[config.mk]
export PLATFORM = sky130hd
export DESIGN_NAME = div_issue_flat
export DESIGN_NICKNAME = d
export VERILOG_FILES = /design/src/rtl/div_issue_if.sv /design/src/rtl/div_issue.sv /design/src/flat_wrapper.sv
export SDC_FILE = /design/constraint.sdc
export NUM_CORES = 1
export LEC_CHECK = 0
export ABC_AREA = 1
export ABC_CLOCK_PERIOD_IN_PS = 1950
export CAP_MARGIN = 10
export CORE_ASPECT_RATIO = 0.75
export CORE_MARGIN = 2
export CORE_UTILIZATION = 51
export CTS_BUF_LIST = sky130_fd_sc_hd__clkbuf_2
export DETAILED_ROUTE_END_ITERATION = 8
export GPL_TIMING_DRIVEN = 0
export PLACE_DENSITY = 0.86
export SLEW_MARGIN = 0
export SYNTH_ARGS = -nofsm -noshare
export SYNTH_HDL_FRONTEND = slang
export SYNTH_SLANG_ARGS = --single-unit
[constraint.sdc]
create_clock -name clk -period 1.95 [get_ports clk]
set_input_delay 0.195 -clock clk [delete_from_list [all_inputs] [get_ports clk]]
set_output_delay 0.195 -clock clk [all_outputs]
set_load 0.05 [all_outputs]
[src/rtl/div_issue_if.sv]
// div_issue_if: request, divider and result channels of div_issue.
// slave is the issue stage's view; master is the surrounding environment.
interface div_issue_if;
   logic              req_valid;
   logic              req_ready;
   logic signed [7:0] req_dividend;
   logic signed [3:0] req_divisor;
   logic [1:0]        req_tag;
   logic              div_start;
   logic signed [7:0] div_word1;
   logic signed [3:0] div_word2;
   logic              div_ready;
   logic [3:0]        div_quotient;
   logic [3:0]        div_remainder;
   logic              res_valid;
   logic              res_ready;
   logic [3:0]        res_quotient;
   logic [3:0]        res_remainder;
   logic [1:0]        res_tag;
   logic              res_err;

   modport slave (
      input  req_valid, req_dividend, req_divisor, req_tag,
      input  div_ready, div_quotient, div_remainder, res_ready,
      output req_ready, div_start, div_word1, div_word2,
      output res_valid, res_quotient, res_remainder, res_tag, res_err
   );

   modport master (
      output req_valid, req_dividend, req_divisor, req_tag,
      output div_ready, div_quotient, div_remainder, res_ready,
      input  req_ready, div_start, div_word1, div_word2,
      input  res_valid, res_quotient, res_remainder, res_tag, res_err
   );
endinterface

[src/rtl/div_issue.sv]
// div_issue: request FIFO, one-at-a-time issue to the sdiv divider and result capture.
// Optional DIV_ZERO_CHECK_EN: zero divisors bypass the divider and return res_err=1.
module div_issue #(
   parameter int DEPTH = 4
) (
   input logic        clk,
   input logic        reset,
   div_issue_if.slave bus
);
   localparam int PTR_W = $clog2(DEPTH);
   localparam logic [PTR_W:0] FULL_CNT = (PTR_W+1)'(DEPTH);

   typedef enum logic [1:0] {IDLE, START, WAIT} state_t;

   typedef struct packed {
      logic signed [7:0] dividend;
      logic signed [3:0] divisor;
      logic [1:0]        tag;
   } req_t;

   req_t              fifo_mem [DEPTH];
   req_t              head;
   logic [PTR_W-1:0]  wr_ptr_q, wr_ptr_d, rd_ptr_q, rd_ptr_d;
   logic [PTR_W:0]    count_q, count_d;
   state_t            state_q, state_d;
   logic              div_start_q, div_start_d;
   logic signed [7:0] word1_q, word1_d;
   logic signed [3:0] word2_q, word2_d;
   logic [1:0]        tag_q, tag_d;
   logic              res_valid_q, res_valid_d;
   logic [3:0]        res_quot_q, res_quot_d;
   logic [3:0]        res_rem_q, res_rem_d;
   logic [1:0]        res_tag_q, res_tag_d;
`ifdef DIV_ZERO_CHECK_EN
   logic              res_err_q, res_err_d;
`endif
   logic              full, empty, push, pop, slot_free, can_issue;

   assign full      = (count_q == FULL_CNT);
   assign empty     = (count_q == '0);
   assign push      = bus.req_valid & bus.req_ready;
   assign head      = fifo_mem[rd_ptr_q];
   assign slot_free = ~res_valid_q | bus.res_ready;
   assign can_issue = (state_q == IDLE) & ~empty & bus.div_ready & slot_free;

   always_comb begin
      state_d     = state_q;
      div_start_d = 1'b0;
      word1_d     = word1_q;
      word2_d     = word2_q;
      tag_d       = tag_q;
      // A consumed result frees the slot; a load below on the same edge overrides this.
      res_valid_d = res_valid_q & ~bus.res_ready;
      res_quot_d  = res_quot_q;
      res_rem_d   = res_rem_q;
      res_tag_d   = res_tag_q;
`ifdef DIV_ZERO_CHECK_EN
      res_err_d   = res_err_q;
`endif
      pop         = 1'b0;
      case (state_q)
         IDLE: begin
            if (can_issue) begin
               pop = 1'b1;
`ifdef DIV_ZERO_CHECK_EN
               if (head.divisor == '0) begin
                  res_valid_d = 1'b1;
                  res_quot_d  = 4'hF;
                  res_rem_d   = head.dividend[3:0];
                  res_tag_d   = head.tag;
                  res_err_d   = 1'b1;
               end else
`endif
               begin
                  word1_d     = head.dividend;
                  word2_d     = head.divisor;
                  tag_d       = head.tag;
                  div_start_d = 1'b1;
                  state_d     = START;
               end
            end
         end
         START: state_d = WAIT;
         WAIT: begin
            if (bus.div_ready) begin
               res_valid_d = 1'b1;
               res_quot_d  = bus.div_quotient;
               res_rem_d   = bus.div_remainder;
               res_tag_d   = tag_q;
`ifdef DIV_ZERO_CHECK_EN
               res_err_d   = 1'b0;
`endif
               state_d     = IDLE;
            end
         end
         default: state_d = IDLE;
      endcase
   end

   always_comb begin
      wr_ptr_d = wr_ptr_q + {{(PTR_W-1){1'b0}}, push};
      rd_ptr_d = rd_ptr_q + {{(PTR_W-1){1'b0}}, pop};
      count_d  = count_q + {{PTR_W{1'b0}}, push} - {{PTR_W{1'b0}}, pop};
   end

   always_ff @(posedge clk) begin
      if (push) fifo_mem[wr_ptr_q] <= '{bus.req_dividend, bus.req_divisor, bus.req_tag};
   end

   always_ff @(posedge clk or negedge reset) begin
      if (!reset) begin
         state_q     <= IDLE;
         wr_ptr_q    <= '0;
         rd_ptr_q    <= '0;
         count_q     <= '0;
         div_start_q <= 1'b0;
         word1_q     <= '0;
         word2_q     <= '0;
         tag_q       <= '0;
         res_valid_q <= 1'b0;
         res_quot_q  <= '0;
         res_rem_q   <= '0;
         res_tag_q   <= '0;
`ifdef DIV_ZERO_CHECK_EN
         res_err_q   <= 1'b0;
`endif
      end else begin
         state_q     <= state_d;
         wr_ptr_q    <= wr_ptr_d;
         rd_ptr_q    <= rd_ptr_d;
         count_q     <= count_d;
         div_start_q <= div_start_d;
         word1_q     <= word1_d;
         word2_q     <= word2_d;
         tag_q       <= tag_d;
         res_valid_q <= res_valid_d;
         res_quot_q  <= res_quot_d;
         res_rem_q   <= res_rem_d;
         res_tag_q   <= res_tag_d;
`ifdef DIV_ZERO_CHECK_EN
         res_err_q   <= res_err_d;
`endif
      end
   end

   assign bus.req_ready     = reset & ~full;
   assign bus.div_start     = div_start_q;
   assign bus.div_word1     = word1_q;
   assign bus.div_word2     = word2_q;
   assign bus.res_valid     = res_valid_q;
   assign bus.res_quotient  = res_quot_q;
   assign bus.res_remainder = res_rem_q;
   assign bus.res_tag       = res_tag_q;
`ifdef DIV_ZERO_CHECK_EN
   assign bus.res_err       = res_err_q;
`else
   assign bus.res_err       = 1'b0;
`endif
endmodule

[src/flat_wrapper.sv]
// flat-port wrapper written by rule: the top's interface ports become plain ports
module div_issue_flat 
#(
   parameter int DEPTH = 4
)
  (clk, reset, bus_req_valid, bus_req_dividend, bus_req_divisor, bus_req_tag, bus_div_ready, bus_div_quotient, bus_div_remainder, bus_res_ready, bus_req_ready, bus_div_start, bus_div_word1, bus_div_word2, bus_res_valid, bus_res_quotient, bus_res_remainder, bus_res_tag, bus_res_err);
  div_issue_if bus_i ();
  input logic clk;
  input logic reset;
  input wire logic [$bits(bus_i.req_valid)-1:0] bus_req_valid;
  input wire logic [$bits(bus_i.req_dividend)-1:0] bus_req_dividend;
  input wire logic [$bits(bus_i.req_divisor)-1:0] bus_req_divisor;
  input wire logic [$bits(bus_i.req_tag)-1:0] bus_req_tag;
  input wire logic [$bits(bus_i.div_ready)-1:0] bus_div_ready;
  input wire logic [$bits(bus_i.div_quotient)-1:0] bus_div_quotient;
  input wire logic [$bits(bus_i.div_remainder)-1:0] bus_div_remainder;
  input wire logic [$bits(bus_i.res_ready)-1:0] bus_res_ready;
  output wire logic [$bits(bus_i.req_ready)-1:0] bus_req_ready;
  output wire logic [$bits(bus_i.div_start)-1:0] bus_div_start;
  output wire logic [$bits(bus_i.div_word1)-1:0] bus_div_word1;
  output wire logic [$bits(bus_i.div_word2)-1:0] bus_div_word2;
  output wire logic [$bits(bus_i.res_valid)-1:0] bus_res_valid;
  output wire logic [$bits(bus_i.res_quotient)-1:0] bus_res_quotient;
  output wire logic [$bits(bus_i.res_remainder)-1:0] bus_res_remainder;
  output wire logic [$bits(bus_i.res_tag)-1:0] bus_res_tag;
  output wire logic [$bits(bus_i.res_err)-1:0] bus_res_err;
  assign bus_i.req_valid = bus_req_valid;
  assign bus_i.req_dividend = bus_req_dividend;
  assign bus_i.req_divisor = bus_req_divisor;
  assign bus_i.req_tag = bus_req_tag;
  assign bus_i.div_ready = bus_div_ready;
  assign bus_i.div_quotient = bus_div_quotient;
  assign bus_i.div_remainder = bus_div_remainder;
  assign bus_i.res_ready = bus_res_ready;
  assign bus_req_ready = bus_i.req_ready;
  assign bus_div_start = bus_i.div_start;
  assign bus_div_word1 = bus_i.div_word1;
  assign bus_div_word2 = bus_i.div_word2;
  assign bus_res_valid = bus_i.res_valid;
  assign bus_res_quotient = bus_i.res_quotient;
  assign bus_res_remainder = bus_i.res_remainder;
  assign bus_res_tag = bus_i.res_tag;
  assign bus_res_err = bus_i.res_err;
  div_issue #(.DEPTH(DEPTH)) u_core (.clk(clk), .reset(reset), .bus(bus_i));
endmodule
* After elaboration in Yosys (flattened, before gate mapping)
Memories as Yosys holds them, arrays and structs flattened. A register that Yosys moved wholly into a read port is not among the register bits.
Index checks and enable logic that the tools add are counted.
** Storage, ports and cells
- Memory bits (writable) :: 56
- Bits of input ports :: 27
- Output and inout port bits :: 26
- Logic and storage cells :: 45
- Register bits :: 21
- Memories kept :: 1
** Memory list
- u_core.fifo_mem :: depth 4, width 14, rd ports 1, clocked after memory_dff 1, write ports 1, line div_issue.sv:21 : req_t fifo_mem [DEPTH];
** Cells by class
- Bitwise gates (word level) :: 11
- Multiplexer cells :: 9
- Equal/unequal tests :: 5
- $add $sub $neg :: 4
- Reductions and logical operators :: 6
** Operators by type and width (count)
- $and A1 B1 Y1 :: 6
- $mux W1 :: 6
- $pmux W2 S3 :: 1
- $reduce_and A2 Y1 :: 3
- $add A2 B1 Y2 :: 2
- $mux W2 :: 2
- $not A1 Y1 :: 4
- $add A3 B1 Y3 :: 1
- $eq A3 B3 Y1 const B :: 1
- $logic_not A3 Y1 :: 1
- $sub A3 B1 Y3 :: 1
- $eq A2 B1 Y1 const B :: 1
- $eq A2 B2 Y1 const B :: 1
- $logic_not A2 Y1 :: 1
- $ne A2 B1 Y1 const B :: 1
- $ne A2 B2 Y1 const B :: 1
- $logic_not A1 Y1 :: 1
- $or A1 B1 Y1 :: 1

* Logic depth before layout (Yosys ltp)
Gate-level depths: netlist of run 1.
- Depth in word-level cells :: 8
- Mapped depth :: 12
- Depth with buffers taken out :: 11

* Least setup slack after synthesis of run 1
OpenSTA, ideal clock, no wires.
- Kind :: register -> register
- From :: register u_core.res_valid_q (netlist: u_core.bus.res_valid)
- To :: register u_core.count_q[2]
- Period minus slack after synthesis :: 2.394 ns
- Setup slack :: -0.444 ns
- Cell stages (with the launch flop) :: 12
- Arrival :: 2.266 ns
- Path buffers :: 1
- Library setup time :: 0.129 ns
- Cells stage by stage :: dfrtp_1 > nand2_1 > nand3_4 > nor2_8 > buf_12 > ha_1 > inv_1 > ha_1 > inv_1 > fa_1 > xnor2_1 > xor2_1
** On the way
- Longest elaborated chain between the ends :: 6
** RTL lines
- from (decl) :: line div_issue.sv:30 : logic res_valid_q, res_valid_d;
- from (signal assigned) :: line div_issue.sv:136 : res_valid_q <= res_valid_d;
- $not A1 Y1 :: line div_issue.sv:43 : assign slot_free = ~res_valid_q | bus.res_ready;
- $or A1 B1 Y1 :: line div_issue.sv:43
- $and A1 B1 Y1 :: line div_issue.sv:44 : assign can_issue = (state_q == IDLE) & ~empty & bus.div_ready & slot_free;
- $mux W1 (2 in a row)
- named net u_core.div_start_d :: line div_issue.sv:26 : logic div_start_q, div_start_d;
- $sub A3 B1 Y3 :: line div_issue.sv:103 : count_d = count_q + {{PTR_W{1'b0}}, push} - {{PTR_W{1'b0}}, pop};
- named net u_core.count_d[2] :: line div_issue.sv:24 : logic [PTR_W:0] count_q, count_d;
- to (signal assigned) :: line div_issue.sv:131 : count_q <= count_d;
- to (decl) :: line div_issue.sv:24
The timed path passes the listed nets, and every way through them passes these cells.
A chain may end at the register's enable or synchronous reset.

* Worst setup path in the final report of run 1
- From :: register u_core.state_q[0]
- To :: register u_core.count_q[2]
** On the way
- Longest elaborated chain between the ends :: 7
** RTL lines
- from (decl) :: line div_issue.sv:25 : state_t state_q, state_d;
- from (signal assigned) :: line div_issue.sv:128 : state_q <= state_d;
- $logic_not A2 Y1 * :: line div_issue.sv:44, div_issue.sv:61
- $and A1 B1 Y1 (3 in a row) :: line div_issue.sv:44
- $mux W1 :: line div_issue.sv:63 : if (can_issue) begin
- $mux W1 * :: line div_issue.sv:61 : case (state_q)
- $sub A3 B1 Y3 * :: line div_issue.sv:103
- named net u_core.count_d[2] :: line div_issue.sv:24
Mark *: on every way through the listed nets, which the timed path passes. The rest lies on a longest branch.

==> results of run 1 <==
-- layout by cell type (no fill, tap or decap), drive strengths merged, types with 2 or more instances in the layout --
cell type	n
buf	24
nor3	4
nand2	128
nand3	32
o21ai	10
dfrtp	35
clkdlybuf4s50	25
xor2	3
ha	4
edfxtp	56
inv	84
nor2	5
dlygate4sd2	23
bufinv	2
clkbuf	11
-- routing by layer --
layer  up-vias  part of all wire, %  track usage, %
li1       1296                    -               -
met1      1231                   43           24.85
met3        10                  7.7           6.367
met5         -                    0               0
met4         0                  1.5           5.467
met2        97                   48           33.38
-- power by group --
group	total [W]	internal, W	switching, W	leakage [nW]
sequential	0.00279	0.00253	0.000254	0.939
combinational	0.00338	0.00107	0.00230	1.35
clock	0.00109	0.000447	0.000641	0.0875
-- through the flow --
| stage | util [%] | setup TNS, ns | cells |
|---|---|---|---|
| 6_report | 65.43 | -0.05339 | 555 |
| 5_1_grt | 65.43 | -0.3633 | 555 |
| 4_1_cts | 65.56 | -0.2641 | 555 |
| 3_5_place_dp | 63.05 | -29.33 | 532 |
| 3_3_place_gp | 62.23 | -146.57 | 528 |
| 2_1_floorplan | - | -10.54 | 376 |
-- flip-flops by register name, indices dropped and copies added, names as in the netlist --
name                      flops
u_core.fifo_mem              56
u_core.bus.res_tag            2
u_core.wr_ptr_q               2
u_core.tag_q                  2
u_core.bus.div_start          1
u_core.count_q                3
u_core.bus.res_remainder      4
u_core.state_q                2
u_core.rd_ptr_q               2
u_core.bus.res_valid          1
u_core.bus.div_word1          8
u_core.bus.res_quotient       4
u_core.bus.div_word2          4
-- critical path, stage by stage, from the launching register on --
cell and delay [ns]:
dfrtp_1 0.46, nor2_4 0.15, nand3_4 0.11, nor2_8 0.14, ha_4 0.20, inv_2 0.06
ha_4 0.11, inv_2 0.03, fa_2 0.37, xnor2_2 0.15, xor2_1 0.15
-- timing repair --
item / 4_1_cts / 5_1_grt
resized for setup: 26 / 5
hold endpoints to repair: 35 / 0
setup endpoints to repair: 74 / 33
pin swaps: 6 / 6
gates cloned: 0 / 0
hold buffers: 2 / 0
setup buffers: 5 / 1
-- how the worst max path moves through the flow --
stage                                   startpoint                                to  slack [ns]  cells after the start
CTS                  u_core.state_q[1]$_DFFE_PN0P_       u_core.count_q[2]$_DFF_PN0_       -0.09                     11
global route         u_core.state_q[0]$_DFFE_PN0P_       u_core.count_q[2]$_DFF_PN0_       -0.14                     10
detailed placement                           reset  u_core.fifo_mem[0][13]$_DFFE_PP_       -0.60                      4
global placement                             reset   u_core.fifo_mem[2][1]$_DFFE_PP_       -2.47                      3
finish               u_core.state_q[0]$_DFFE_PN0P_       u_core.count_q[2]$_DFF_PN0_       -0.05                     10
floorplan           u_core.bus.res_valid$_DFF_PN0_       u_core.count_q[2]$_DFF_PN0_       -0.23                     11
-- cells by family (layout without fill, tap and decap cells) --
kind of cell	after synthesis	after routing	synth area share [%]
AND/OR/NAND/NOR	169	169	19.49
buffers and inverters	94	172	10.58
flip-flops	91	91	65.53
AO/OA/AOI/OAI	12	12	1.603
adder cells (fa/ha/maj)	5	5	1.796
XOR/XNOR	4	4	0.8979
other	1	1	0.09609
-- cell type report --
type                            instances  share of cell area (%)
Timing Repair Buffer                   63                   12.33
Inverter                               81                   6.362
Clock inverter                          6                   1.974
Multi-Input combinational cell        191                   20.75
Sequential cell                        91                   53.13
Buffer                                 12                   1.792
Tap cell                              101                   2.623
Clock buffer                           10                   1.039
==> flow_metrics.py, run 1 <==
metrics = {
    "run_status": {
        "status": "finished, violations left",
        "violations": "setup timing",
    },
    "global_route": {
        "grt.total_usage_pct": 19.78,
        "grt_max_degree": 36,
        "grt-ovfl-total": 0,
        "antenna_found_initial": 0,
        "grt_pass1_vias": 2570,
        "grt_pass1_wl_um": 12460,
    },
    "sta": {
        "setup_viol": 1,
        "setup_ws_ns": -0.05339,
        "rsz0062_at_grt": "yes",
        "holdWs_ns": 0.1336,
        "finalHoldViolations": 0,
        "timing.final.crit_share_pct": 102.7,
        "skew_ns": 0.02039,
        "fin_crit_ns": 2.003,
        "max_slew_margin_pct": 50.48,
        "maxSlewViolCount": 0,
        "tightest_slew_ns": 0.7387,
        "fmax_mhz": 499.2,
    },
    "layout": {
        "multi_input_area_um2": 999.7,
        "drive_gt1_share_pct": 16.96,
        "n_antenna_cell": 0,
        "syn2layout_area_growth_pct": 23.47,
        "nets": 481,
        "fillCellCount": 567,
        "design_area_mm2": 0.004818,
        "regArea_mm2": 0.002560,
    },
    "yosys": {
        "async_flop_share_pct": 38.46,
        "synth_nets": 408,
        "synth_area_leader_cell": "edfxtp_1",
        "synth_edf_count": 56,
        "ys_seq_area_share_pct": 65.53,
        "netlist_area_mm2": 0.003902,
        "yosys_warnings": 0,
        "syn_inst": 376,
        "avgSynthCellArea_um2": 10.38,
        "synth_common_cells": "118 x nand2_1, 76 x inv_1, 56 x edfxtp_1, 35 x dfrtp_1, 30 x nand3_1",
        "synth_top_area_share_pct": 43.09,
        "synth-seq-cells": 91,
        "synth.most_common_cell": "nand2_1",
        "ys_types": 28,
        "netlist_top_cells_area": "edfxtp_1 43%, dfrtp_1 22%, nand2_1 11%",
        "ys.flop_type": "edfxtp_1",
    },
    "power_and_ir_drop": {
        "vdd_drop_max_mv": 0.6802,
        "p_leak_nw": 2.373,
        "total_power_w": 0.007253,
        "power_density_mw_per_mm2": 1505,
    },
    "floorplanning": {
        "fp.coreArea_mm2": 0.007365,
        "initial_core_util_pct": 52.99,
        "die_h_um": 79.76,
        "fp.dieW_um": 105.0,
        "die_area_mm2": 0.008375,
        "rows": 27,
        "ioPinCount": 53,
    },
    "critical_path": {
        "cp_data_required_time_ns": 2.43,
        "reg2reg_depth": 10,
        "cp_data_arrival_time_ns": 2.48,
        "worst-r2r-setup-slack_ns": -0.05,
        "critPathKind": "reg2reg",
        "worstReg2RegStart": "u_core.state_q[0]$_DFFE_PN0P_",
        "startpoint_type": "flop",
        "r2r_end": "u_core.count_q[2]$_DFF_PN0_",
        "endpoint_kind": "flop",
        "critical_path.max_fanout": 2,
    },
    "routing": {
        "drt_pass1_iterations": 4,
        "num_vias": 2634,
        "ant_nets": 0,
        "avgViaCountPerCell": 4.746,
        "drc": 0,
        "drtIter0Drc": 198,
        "wl_um": 7732,
        "wire_per_inst_um": 13.93,
    },
    "clock_tree": {
        "cts.reportedPaths.clkPinSlew_ns": 0.24,
        "clock_tree.root_cell": "clkbuf_2",
        "clk-insertion-delay-late_ns": 0.55,
        "cts_made_buffers": 9,
        "h-tree-depth": 3,
        "cts_tree": "done",
        "cts_buffer_depth": 2,
        "cts.sinks": 91,
    },
    "hold_path": {
        "min_path_type": "in2async",
    },
    "flow_run": {
        "drv_cap": 0,
    },
    "placed_design": {
        "dp_hpwl_um": 5487,
        "gp_congestion": 0.7722,
        "dp_worst_setup_slack_ns": -0.5954,
        "placed_area_mm2": 0.004643,
        "port_buffers": 51,
    },
}
No activity file was read; power rests on OpenSTA's default activity.
==> inputs of run 2 (changes only) <==
--- a/config.mk
+++ b/config.mk
@@ -9,7 +9,6 @@
 export ABC_CLOCK_PERIOD_IN_PS = 1950
 export CAP_MARGIN = 10
 export CORE_ASPECT_RATIO = 0.75
-export CORE_MARGIN = 2
 export CORE_UTILIZATION = 51
 export CTS_BUF_LIST = sky130_fd_sc_hd__clkbuf_2
 export DETAILED_ROUTE_END_ITERATION = 8
==> flow_metrics.py, run 2 (synthesis results as in run 1) <==
metrics = {
    "run_status": {
        "status": "finished, violations left",
        "violations": "setup timing",
    },
    "layout": {
        "fillCellCount": 594,
        "regArea_mm2": 0.002560,
        "drive_gt1_share_pct": 16.59,
        "syn2layout_area_growth_pct": 23.24,
        "multi_input_area_um2": 994.7,
        "nets": 485,
        "largest_reg_flops": 56,
        "n_antenna_cell": 0,
        "design_area_mm2": 0.004810,
        "final_cell_mix": "117 x nand2_1, 74 x inv_1, 56 x edfxtp_1",
        "final_common_cell": "nand2_1",
        "top_register": "u_core.fifo_mem",
    },
    "sta": {
        "skew_ns": 0.02799,
        "fmax_mhz": 489.3,
        "rsz0062_at_grt": "yes",
        "fin_crit_ns": 2.044,
        "maxSlewViolCount": 0,
        "setup_ws_ns": -0.09360,
        "finalHoldViolations": 0,
        "tightest_slew_ns": 0.7807,
        "setup_viol": 5,
        "timing.final.crit_share_pct": 104.8,
        "max_slew_margin_pct": 47.67,
    },
    "floorplanning": {
        "rows": 27,
        "ioPinCount": 53,
        "fp.coreArea_mm2": 0.007365,
        "die_h_um": 77.76,
        "die_area_mm2": 0.008009,
        "initial_core_util_pct": 52.99,
        "fp.dieW_um": 103.0,
    },
    "placed_design": {
        "dp_hpwl_um": 5592,
        "gp_congestion": 0.7669,
        "placed_area_mm2": 0.004643,
        "port_buffers": 51,
        "dp_worst_setup_slack_ns": -0.5559,
    },
    "global_route": {
        "antenna_found_initial": 0,
        "grt_max_degree": 36,
        "grt_pass1_wl_um": 12190,
        "grt.total_usage_pct": 21.01,
        "grt-ovfl-total": 0,
        "grt_pass1_vias": 2620,
    },
    "routing": {
        "drtIter0Drc": 156,
        "drt_pass1_iterations": 4,
        "wl_um": 7917,
        "avgViaCountPerCell": 4.821,
        "drc": 0,
        "num_vias": 2695,
        "wire_per_inst_um": 14.16,
        "ant_nets": 0,
    },
    "critical_path": {
        "critical_path.max_fanout": 3,
        "cp_data_arrival_time_ns": 2.54,
        "startpoint_type": "flop",
        "cp_data_required_time_ns": 2.45,
        "worstReg2RegStart": "u_core.state_q[1]$_DFFE_PN0P_",
        "worst-r2r-setup-slack_ns": -0.09,
        "critPathKind": "reg2reg",
        "r2r_end": "u_core.count_q[2]$_DFF_PN0_",
        "endpoint_kind": "flop",
        "reg2reg_depth": 10,
    },
    "power_and_ir_drop": {
        "p_leak_nw": 2.421,
        "power_density_mw_per_mm2": 1458,
        "vdd_drop_max_mv": 0.6018,
    },
    "clock_tree": {
        "h-tree-depth": 3,
        "cts_made_buffers": 9,
        "cts_tree": "done",
        "cts.reportedPaths.clkPinSlew_ns": 0.23,
        "clk-insertion-delay-late_ns": 0.55,
        "clock_tree.root_cell": "clkbuf_2",
        "cts.sinks": 91,
        "cts_buffer_depth": 2,
    },
    "hold_path": {
        "min_path_type": "in2async",
    },
    "flow_run": {
        "drv_cap": 0,
    },
}
==> run 2: cell count changes in the layout (fill, tap and decap cells not counted), moves of 2 or more <==
| cell | change |
|---|---|
| inv_6 | -3 |
| bufinv_16 | -2 |
| clkinv_1 | +3 |
| dlygate4sd2_1 | -6 |
| dlymetal6s2s_1 | +6 |
| buf_4 | +4 |
==> run 2: repair_timing <==
action	4_1_cts	5_1_grt
pin swaps	6	8
hold endpoints to repair	35	0
resized for setup	22	7
hold buffers	2	0
endpoints found under the setup margin	60	37
setup buffers	5	5
==> run 2: final cells by class <==
class | count | area share [%]
repair buffers | 67 | 13.58
inverters | 81 | 6.374
flip-flops and latches | 91 | 53.23
plain buffers | 12 | 1.795
clock inverters | 6 | 0.6764
multi-input cells | 191 | 20.68
well taps | 101 | 2.627
clock buffers | 10 | 1.041
==> run 2: power by group <==
part           internal (W)  switching (W)
sequential          0.00253       0.000254
clock              0.000161       0.000592
combinational       0.00115        0.00233
total               0.00384        0.00317
==> run 2: critical path, stage by stage, from the launching register on <==
cell,delay [ns]
dfrtp_1,0.47
nor2_4,0.15
nand3_4,0.11
nor2_8,0.15
ha_4,0.20
inv_2,0.06
ha_4,0.12
inv_2,0.03
fa_2,0.37
xnor2_2,0.16
xor2_1,0.16
==> run 2: worst max path at each step <==
stage	endpoint	from	cells past startpoint	slack, ns
2_1_floorplan	u_core.count_q[2]$_DFF_PN0_	u_core.bus.res_valid$_DFF_PN0_	11	-0.23
3_3_place_gp	u_core.fifo_mem[0][0]$_DFFE_PP_	reset	3	-2.45
3_5_place_dp	u_core.fifo_mem[3][0]$_DFFE_PP_	reset	4	-0.56
4_1_cts	u_core.count_q[2]$_DFF_PN0_	u_core.count_q[0]$_DFF_PN0_	12	-0.12
5_1_grt	u_core.count_q[2]$_DFF_PN0_	u_core.state_q[1]$_DFFE_PN0P_	10	-0.19
6_report	u_core.count_q[2]$_DFF_PN0_	u_core.state_q[1]$_DFFE_PN0P_	10	-0.09
==> run 2: metrics by stage <==
stage	hold WS, ns	power, W	setup TNS (ns)	util [%]	std cells
finish	0.1277	0.007013	-0.1287	65.31	559
global route	0.1254	0.007413	-2.527	65.31	559
CTS	0.1032	0.006994	-0.3071	64.83	555
detailed placement	0.3217	0.006307	-26.85	63.05	532
global placement	0.4627	0.006105	-142.70	62.23	528
floorplan	-0.1006	0.005198	-10.54	-	376
==> run 2: layer usage <==
metal	up-vias	GRT usage (%)	routed length (µm)
met4	0	6.620	81
met1	1294	26.07	3401
met5	-	0	0
met2	88	35.07	3955
li1	1305	-	-
met3	8	6.486	478
